### config.mk
export PLATFORM = sky130hd
export DESIGN_NAME = inputs_botao_numero_aleatorio_flat
export DESIGN_NICKNAME = d
export VERILOG_FILES = /design/src/rtl/inputs_botao_numero_aleatorio_if.sv /design/src/rtl/inputs_botao_numero_aleatorio.sv /design/src/flat_wrapper.sv
export SDC_FILE = /design/constraint.sdc
export NUM_CORES = 1
export LEC_CHECK = 0
export CELL_PAD_IN_SITES_DETAIL_PLACEMENT = 2
export CELL_PAD_IN_SITES_GLOBAL_PLACEMENT = 2
export CORE_MARGIN = 8
export CORE_UTILIZATION = 29
export CTS_CLUSTER_DIAMETER = 200
export DETAILED_ROUTE_END_ITERATION = 8
export GPL_ROUTABILITY_DRIVEN = 1
export PLACE_DENSITY = 0.87
export SLEW_MARGIN = 10
export SYNTH_ARGS = -nofsm -noshare
export SYNTH_HDL_FRONTEND = slang
export SYNTH_SLANG_ARGS = --single-unit
### constraint.sdc
create_clock -name clock -period 1.8 [get_ports clock]
set_input_delay 0.36 -clock clock [delete_from_list [all_inputs] [get_ports clock]]
set_output_delay 0.36 -clock clock [all_outputs]
set_load 0.01 [all_outputs]
### src/rtl/inputs_botao_numero_aleatorio_if.sv
// Bus for the input-conditioning block: raw buttons and seeds in,
// registered direction and apple coordinates out.
interface inputs_botao_numero_aleatorio_if;
    logic       w;
    logic       a;
    logic       s;
    logic       d;
    logic [3:0] semente_x;
    logic [3:0] semente_y;
    logic [3:0] direcao;
    logic [3:0] aleatorio_x;
    logic [3:0] aleatorio_y;

    // Game core / stimulus side: drives buttons and seeds.
    modport master (
        output w,
        output a,
        output s,
        output d,
        output semente_x,
        output semente_y,
        input  direcao,
        input  aleatorio_x,
        input  aleatorio_y
    );

    // Conditioning block side.
    modport slave (
        input  w,
        input  a,
        input  s,
        input  d,
        input  semente_x,
        input  semente_y,
        output direcao,
        output aleatorio_x,
        output aleatorio_y
    );
endinterface

### src/rtl/inputs_botao_numero_aleatorio.sv
// Snake game input block: synchronizes W/A/S/D into a one-hot movement
// direction with reversal lock, and runs two independent 4-bit LFSRs that
// produce apple coordinates confined to the playfield interior (1..14).
module inputs_botao_numero_aleatorio (
    input logic                            clock,
    input logic                            reset_n,
    inputs_botao_numero_aleatorio_if.slave bus
);

    typedef enum logic [3:0] {
        Parado   = 4'b0000,
        Cima     = 4'b0001,
        Esquerda = 4'b0010,
        Baixo    = 4'b0100,
        Direita  = 4'b1000
    } direcao_t;

    // Button synchronizers.
    logic w_s1, w_s2;
    logic a_s1, a_s2;
    logic s_s1, s_s2;
    logic d_s1, d_s2;

    // Direction state.
    direcao_t estado;
    direcao_t estado_prox;
    direcao_t candidato;

    // Random generators.
    logic [3:0] lfsr_x, lfsr_x_prox;
    logic [3:0] lfsr_y, lfsr_y_prox;
    logic       carregado_x;
    logic       carregado_y;

    // One LFSR step; 1111 is skipped so the walk stays inside 1..14.
    function automatic logic [3:0] passo(input logic [3:0] q);
        logic [3:0] f;
        f = {q[2:0], q[3] ^ q[2]};
        if (f == 4'b1111) begin
            f = 4'b1110;
        end
        return f;
    endfunction

    // Seeds outside the interior are pulled onto the nearest legal value.
    function automatic logic [3:0] ajusta_semente(input logic [3:0] semente);
        logic [3:0] r;
        r = semente;
        if (semente == 4'b0000) begin
            r = 4'b0001;
        end else if (semente == 4'b1111) begin
            r = 4'b1110;
        end
        return r;
    endfunction

    // Two-flop synchronizers for the asynchronous button levels.
    always_ff @(posedge clock or negedge reset_n) begin
        if (!reset_n) begin
            w_s1 <= 1'b0;
            w_s2 <= 1'b0;
            a_s1 <= 1'b0;
            a_s2 <= 1'b0;
            s_s1 <= 1'b0;
            s_s2 <= 1'b0;
            d_s1 <= 1'b0;
            d_s2 <= 1'b0;
        end else begin
            w_s1 <= bus.w;
            w_s2 <= w_s1;
            a_s1 <= bus.a;
            a_s2 <= a_s1;
            s_s1 <= bus.s;
            s_s2 <= s_s1;
            d_s1 <= bus.d;
            d_s2 <= d_s1;
        end
    end

    // Highest-priority pressed button (w > a > s > d) as a one-hot candidate.
    always_comb begin
        candidato = Parado;
        if (w_s2) begin
            candidato = Cima;
        end else if (a_s2) begin
            candidato = Esquerda;
        end else if (s_s2) begin
            candidato = Baixo;
        end else if (d_s2) begin
            candidato = Direita;
        end
    end

    // Next direction: accept the candidate unless it is empty or a reversal.
    always_comb begin
        estado_prox = estado;
        case (estado)
            Parado: begin
                if (candidato != Parado) begin
                    estado_prox = candidato;
                end
            end
            Cima: begin
                if (candidato != Parado && candidato != Baixo) begin
                    estado_prox = candidato;
                end
            end
            Baixo: begin
                if (candidato != Parado && candidato != Cima) begin
                    estado_prox = candidato;
                end
            end
            Esquerda: begin
                if (candidato != Parado && candidato != Direita) begin
                    estado_prox = candidato;
                end
            end
            Direita: begin
                if (candidato != Parado && candidato != Esquerda) begin
                    estado_prox = candidato;
                end
            end
            default: begin
                estado_prox = Parado;
            end
        endcase
    end

    // Direction register.
    always_ff @(posedge clock or negedge reset_n) begin
        if (!reset_n) begin
            estado <= Parado;
        end else begin
            estado <= estado_prox;
        end
    end

    // X generator next state: seed on the first edge, LFSR step afterwards.
    always_comb begin
        lfsr_x_prox = lfsr_x;
        if (!carregado_x) begin
            lfsr_x_prox = ajusta_semente(bus.semente_x);
        end else begin
            lfsr_x_prox = passo(lfsr_x);
        end
    end

    // X generator state and load flag.
    always_ff @(posedge clock or negedge reset_n) begin
        if (!reset_n) begin
            lfsr_x      <= 4'b0000;
            carregado_x <= 1'b0;
        end else begin
            lfsr_x      <= lfsr_x_prox;
            carregado_x <= 1'b1;
        end
    end

    // Y generator next state: seed on the first edge, LFSR step afterwards.
    always_comb begin
        lfsr_y_prox = lfsr_y;
        if (!carregado_y) begin
            lfsr_y_prox = ajusta_semente(bus.semente_y);
        end else begin
            lfsr_y_prox = passo(lfsr_y);
        end
    end

    // Y generator state and load flag.
    always_ff @(posedge clock or negedge reset_n) begin
        if (!reset_n) begin
            lfsr_y      <= 4'b0000;
            carregado_y <= 1'b0;
        end else begin
            lfsr_y      <= lfsr_y_prox;
            carregado_y <= 1'b1;
        end
    end

    assign bus.direcao     = estado;
    assign bus.aleatorio_x = lfsr_x;
    assign bus.aleatorio_y = lfsr_y;

endmodule

### src/flat_wrapper.sv
// flat-port wrapper written by rule: the top's interface ports become plain ports
module inputs_botao_numero_aleatorio_flat 
  (clock, reset_n, bus_w, bus_a, bus_s, bus_d, bus_semente_x, bus_semente_y, bus_direcao, bus_aleatorio_x, bus_aleatorio_y);
  inputs_botao_numero_aleatorio_if bus_i ();
  input logic clock;
  input logic reset_n;
  input wire logic [$bits(bus_i.w)-1:0] bus_w;
  input wire logic [$bits(bus_i.a)-1:0] bus_a;
  input wire logic [$bits(bus_i.s)-1:0] bus_s;
  input wire logic [$bits(bus_i.d)-1:0] bus_d;
  input wire logic [$bits(bus_i.semente_x)-1:0] bus_semente_x;
  input wire logic [$bits(bus_i.semente_y)-1:0] bus_semente_y;
  output wire logic [$bits(bus_i.direcao)-1:0] bus_direcao;
  output wire logic [$bits(bus_i.aleatorio_x)-1:0] bus_aleatorio_x;
  output wire logic [$bits(bus_i.aleatorio_y)-1:0] bus_aleatorio_y;
  assign bus_i.w = bus_w;
  assign bus_i.a = bus_a;
  assign bus_i.s = bus_s;
  assign bus_i.d = bus_d;
  assign bus_i.semente_x = bus_semente_x;
  assign bus_i.semente_y = bus_semente_y;
  assign bus_direcao = bus_i.direcao;
  assign bus_aleatorio_x = bus_i.aleatorio_x;
  assign bus_aleatorio_y = bus_i.aleatorio_y;
  inputs_botao_numero_aleatorio u_core (.clock(clock), .reset_n(reset_n), .bus(bus_i));
endmodule
==> impl_metrics.json <==
{
  "totalWireLength_um": 2260,
  "fmax_mhz": 583,
  "synth.largest_area_cell": "dfrtp_1",
  "numPortBuffers": 25,
  "synth.most_common_cell": "dfrtp_1",
  "die_y_um": 71.7,
  "ys_ff_latch": 21,
  "crit_path_max_fanout": 7,
  "yosysWarnings": 0,
  "max-cap-violations": 0,
  "drc_errors": 0,
  "final_nets": 118,
  "syn_avg_cell_area_um2": 12.0,
  "power.density_nw_per_um2": 822,
  "finalCriticalPeriod_ns": 1.71,
  "yosysUniqueCellTypes": 26,
  "hold_buffers": 0,
  "viasPerCell": 4.96,
  "grt_usage": 0.0948,
  "multi_input_area_um2": 343,
  "io_pins": 26,
  "period_share": 0.953,
  "yosysSeqAreaShare": 0.584,
  "routabilityCongestion": 0.842,
  "hold_viol_final": 0,
  "post-cts-setup-buffer-count": 0,
  "ir_drop_mv": 0.356,
  "clock-sinks": 21,
  "critPathTopFamily": "buffers and inverters",
  "critPathKind": "reg -> out",
  "grt_pass1_vias": 815,
  "critPathLaunchType": "register",
  "drt_first_pass_iters": 4,
  "synth_edf_count": 0,
  "crit_required_ns": 1.44,
  "status": "finished, final reports clean",
  "syn_inst": 75,
  "antenna_cells": 0,
  "fp-row-count": 20,
  "cpMaxStageDelayCell": "clkdlybuf4s50_1",
  "relSlewSlack": 0.610,
  "start_util": 0.300,
  "grt_overflow_total": 0,
  "numCtsBuffers": 3,
  "grt_max_degree": 22,
  "clk_latency_ns": 0.29,
  "wire_per_inst_um": 16.6,
  "n_fill_cell": 321,
  "cts_tree": "built",
  "fp.coreArea_um2": 3000,
  "syn_area_um2": 900,
  "tns_ns": 0,
  "tightest_slew_ns": 0.577,
  "clockBufferDepth": 2,
  "drt_iter0_drc": 13,
  "clkTransAtPathRegs_ns": 0.11,
  "synthTopCellsByArea": "dfrtp_1, mux2_2, nand2_1",
  "vias": 675,
  "crit_path_end_kind": "output pin",
  "synth-main-ff-cell": "dfrtp_1",
  "yosys-top-cells-count": "dfrtp_1, nand2_1, mux2_2, inv_1",
  "hp-class": "reg -> reg",
  "antenna_found_initial": 0,
  "final-instance-count-excl-fill": 136,
  "power_mw": 1.00,
  "maxSlewViolCount": 0,
  "cp_cell_sequence": "clkdlybuf4s50_1",
  "root_buffer": "clkbuf_4",
  "syn_nets": 89,
  "rsz0062_at_grt": "false",
  "ant_nets": 0,
  "clock_skew_ns": 0.00691,
  "die_x_um": 71.7,
  "ctsResizeCount": 1,
  "seqCellArea_um2": 527,
  "cp_data_arrival_time_ns": 1.35,
  "yosys.area.top_type_share": 0.584,
  "placed_cells_incl_taps": 132,
  "power_leakage_nw": 0.507,
  "crit_buf_inv": 1,
  "h-tree-depth": 1,
  "drive_gt1_frac": 0.155,
  "finalSetupViolations": 0,
  "area_growth_syn_to_layout_pct": 35.3,
  "grt_pass1_wl_um": 3920,
  "hpwl_um": 1850,
  "slowest_delay_ns": 0.58,
  "die_area_um2": 5140,
  "async_reset_ff_frac": 1.00
}
[kinds of logic after synthesis]
logic type	Yosys count	synth area share
and+or+nand+nor	19	0.124
AOI/OAI and AO/OA	17	0.134
buffers and inverters	8	0.0417
adders and majority gates	1	0.0125
other	1	0.00417
DFF	21	0.584
muxes	8	0.100
[power breakdown]
part	switching, mW	total (mW)	internal, mW
Combinational	0.0909	0.225	0.134
Sequential	0.0505	0.563	0.513
Clock	0.127	0.213	0.0860
[metrics by stage]
stage               hold WS (ns)  setup WS, ns  area (µm²)   util
floorplan                 0.0644         0.278         900      -
global placement           0.335         0.227        1180  0.394
detailed placement         0.341        0.0649        1180  0.394
CTS                        0.368        0.0400        1210  0.403
global route               0.383       0.00459        1220  0.405
finish                     0.362        0.0855        1220  0.405
[path summary, 6_finish.rpt]
| path | cells past startpoint | slack [ns] | end | startpoint |
|---|---|---|---|---|
| max reg2reg | 4 | 0.11 | u_core.bus.direcao[3] | u_core.a_s2 |
| min in group asynchronous | 2 | 0.40 | u_core.d_s1 | reset_n |
| max | 1 | 0.09 | bus_direcao[1] | u_core.bus.direcao[1] |
| min | 0 | 0.36 | u_core.a_s2 | u_core.a_s1 |
| min reg2reg | 0 | 0.36 | u_core.a_s2 | u_core.a_s1 |
| max in group asynchronous | 2 | 1.17 | u_core.bus.direcao[3] | reset_n |
[cells in the final DEF, fill, tap and decap left out, drive strengths merged]
master	Yosys	final
a21oi	3	3
a221oi	2	2
a31oi	1	1
a32oi	2	2
buf	2	1
clkbuf	0	4
clkdlybuf4s50	0	25
conb	1	1
dfrtp	21	21
inv	6	6
maj3	1	1
mux2	8	8
nand2	8	8
nand2b	2	2
nor2	2	2
nor3	2	2
nor4	1	1
nor4b	3	3
o21ai	3	3
o21ba	1	1
o21bai	2	2
o22ai	1	1
o32ai	1	1
o41ai	1	1
or3	1	1
[per-layer routing]
| layer | part of all wire | track usage |
|---|---|---|
| met5 | 0 | 0 |
| met2 | 0.53 | 0.174 |
| met1 | 0.40 | 0.0989 |
| met4 | 0 | 0.0204 |
| met3 | 0.069 | 0.0363 |
[cell type report]
| class | instances | area share |
|---|---|---|
| clock buffer | 4 | 0.0216 |
| sequential | 21 | 0.433 |
| tap | 33 | 0.0339 |
| multi-input combinational | 46 | 0.282 |
| timing repair buffer | 26 | 0.212 |
| inverter | 6 | 0.0185 |
[flip-flops by register name, summed over array words and instances, names as in the netlist]
signal                  cells
u_core.s_s1                 1
u_core.d_s1                 1
u_core.w_s1                 1
u_core.bus.direcao          4
u_core.carregado_x          1
u_core.bus.aleatorio_y      4
u_core.a_s1                 1
u_core.a_s2                 1
u_core.w_s2                 1
u_core.s_s2                 1
u_core.d_s2                 1
u_core.bus.aleatorio_x      4
Power figures use the tool's default switching activity.
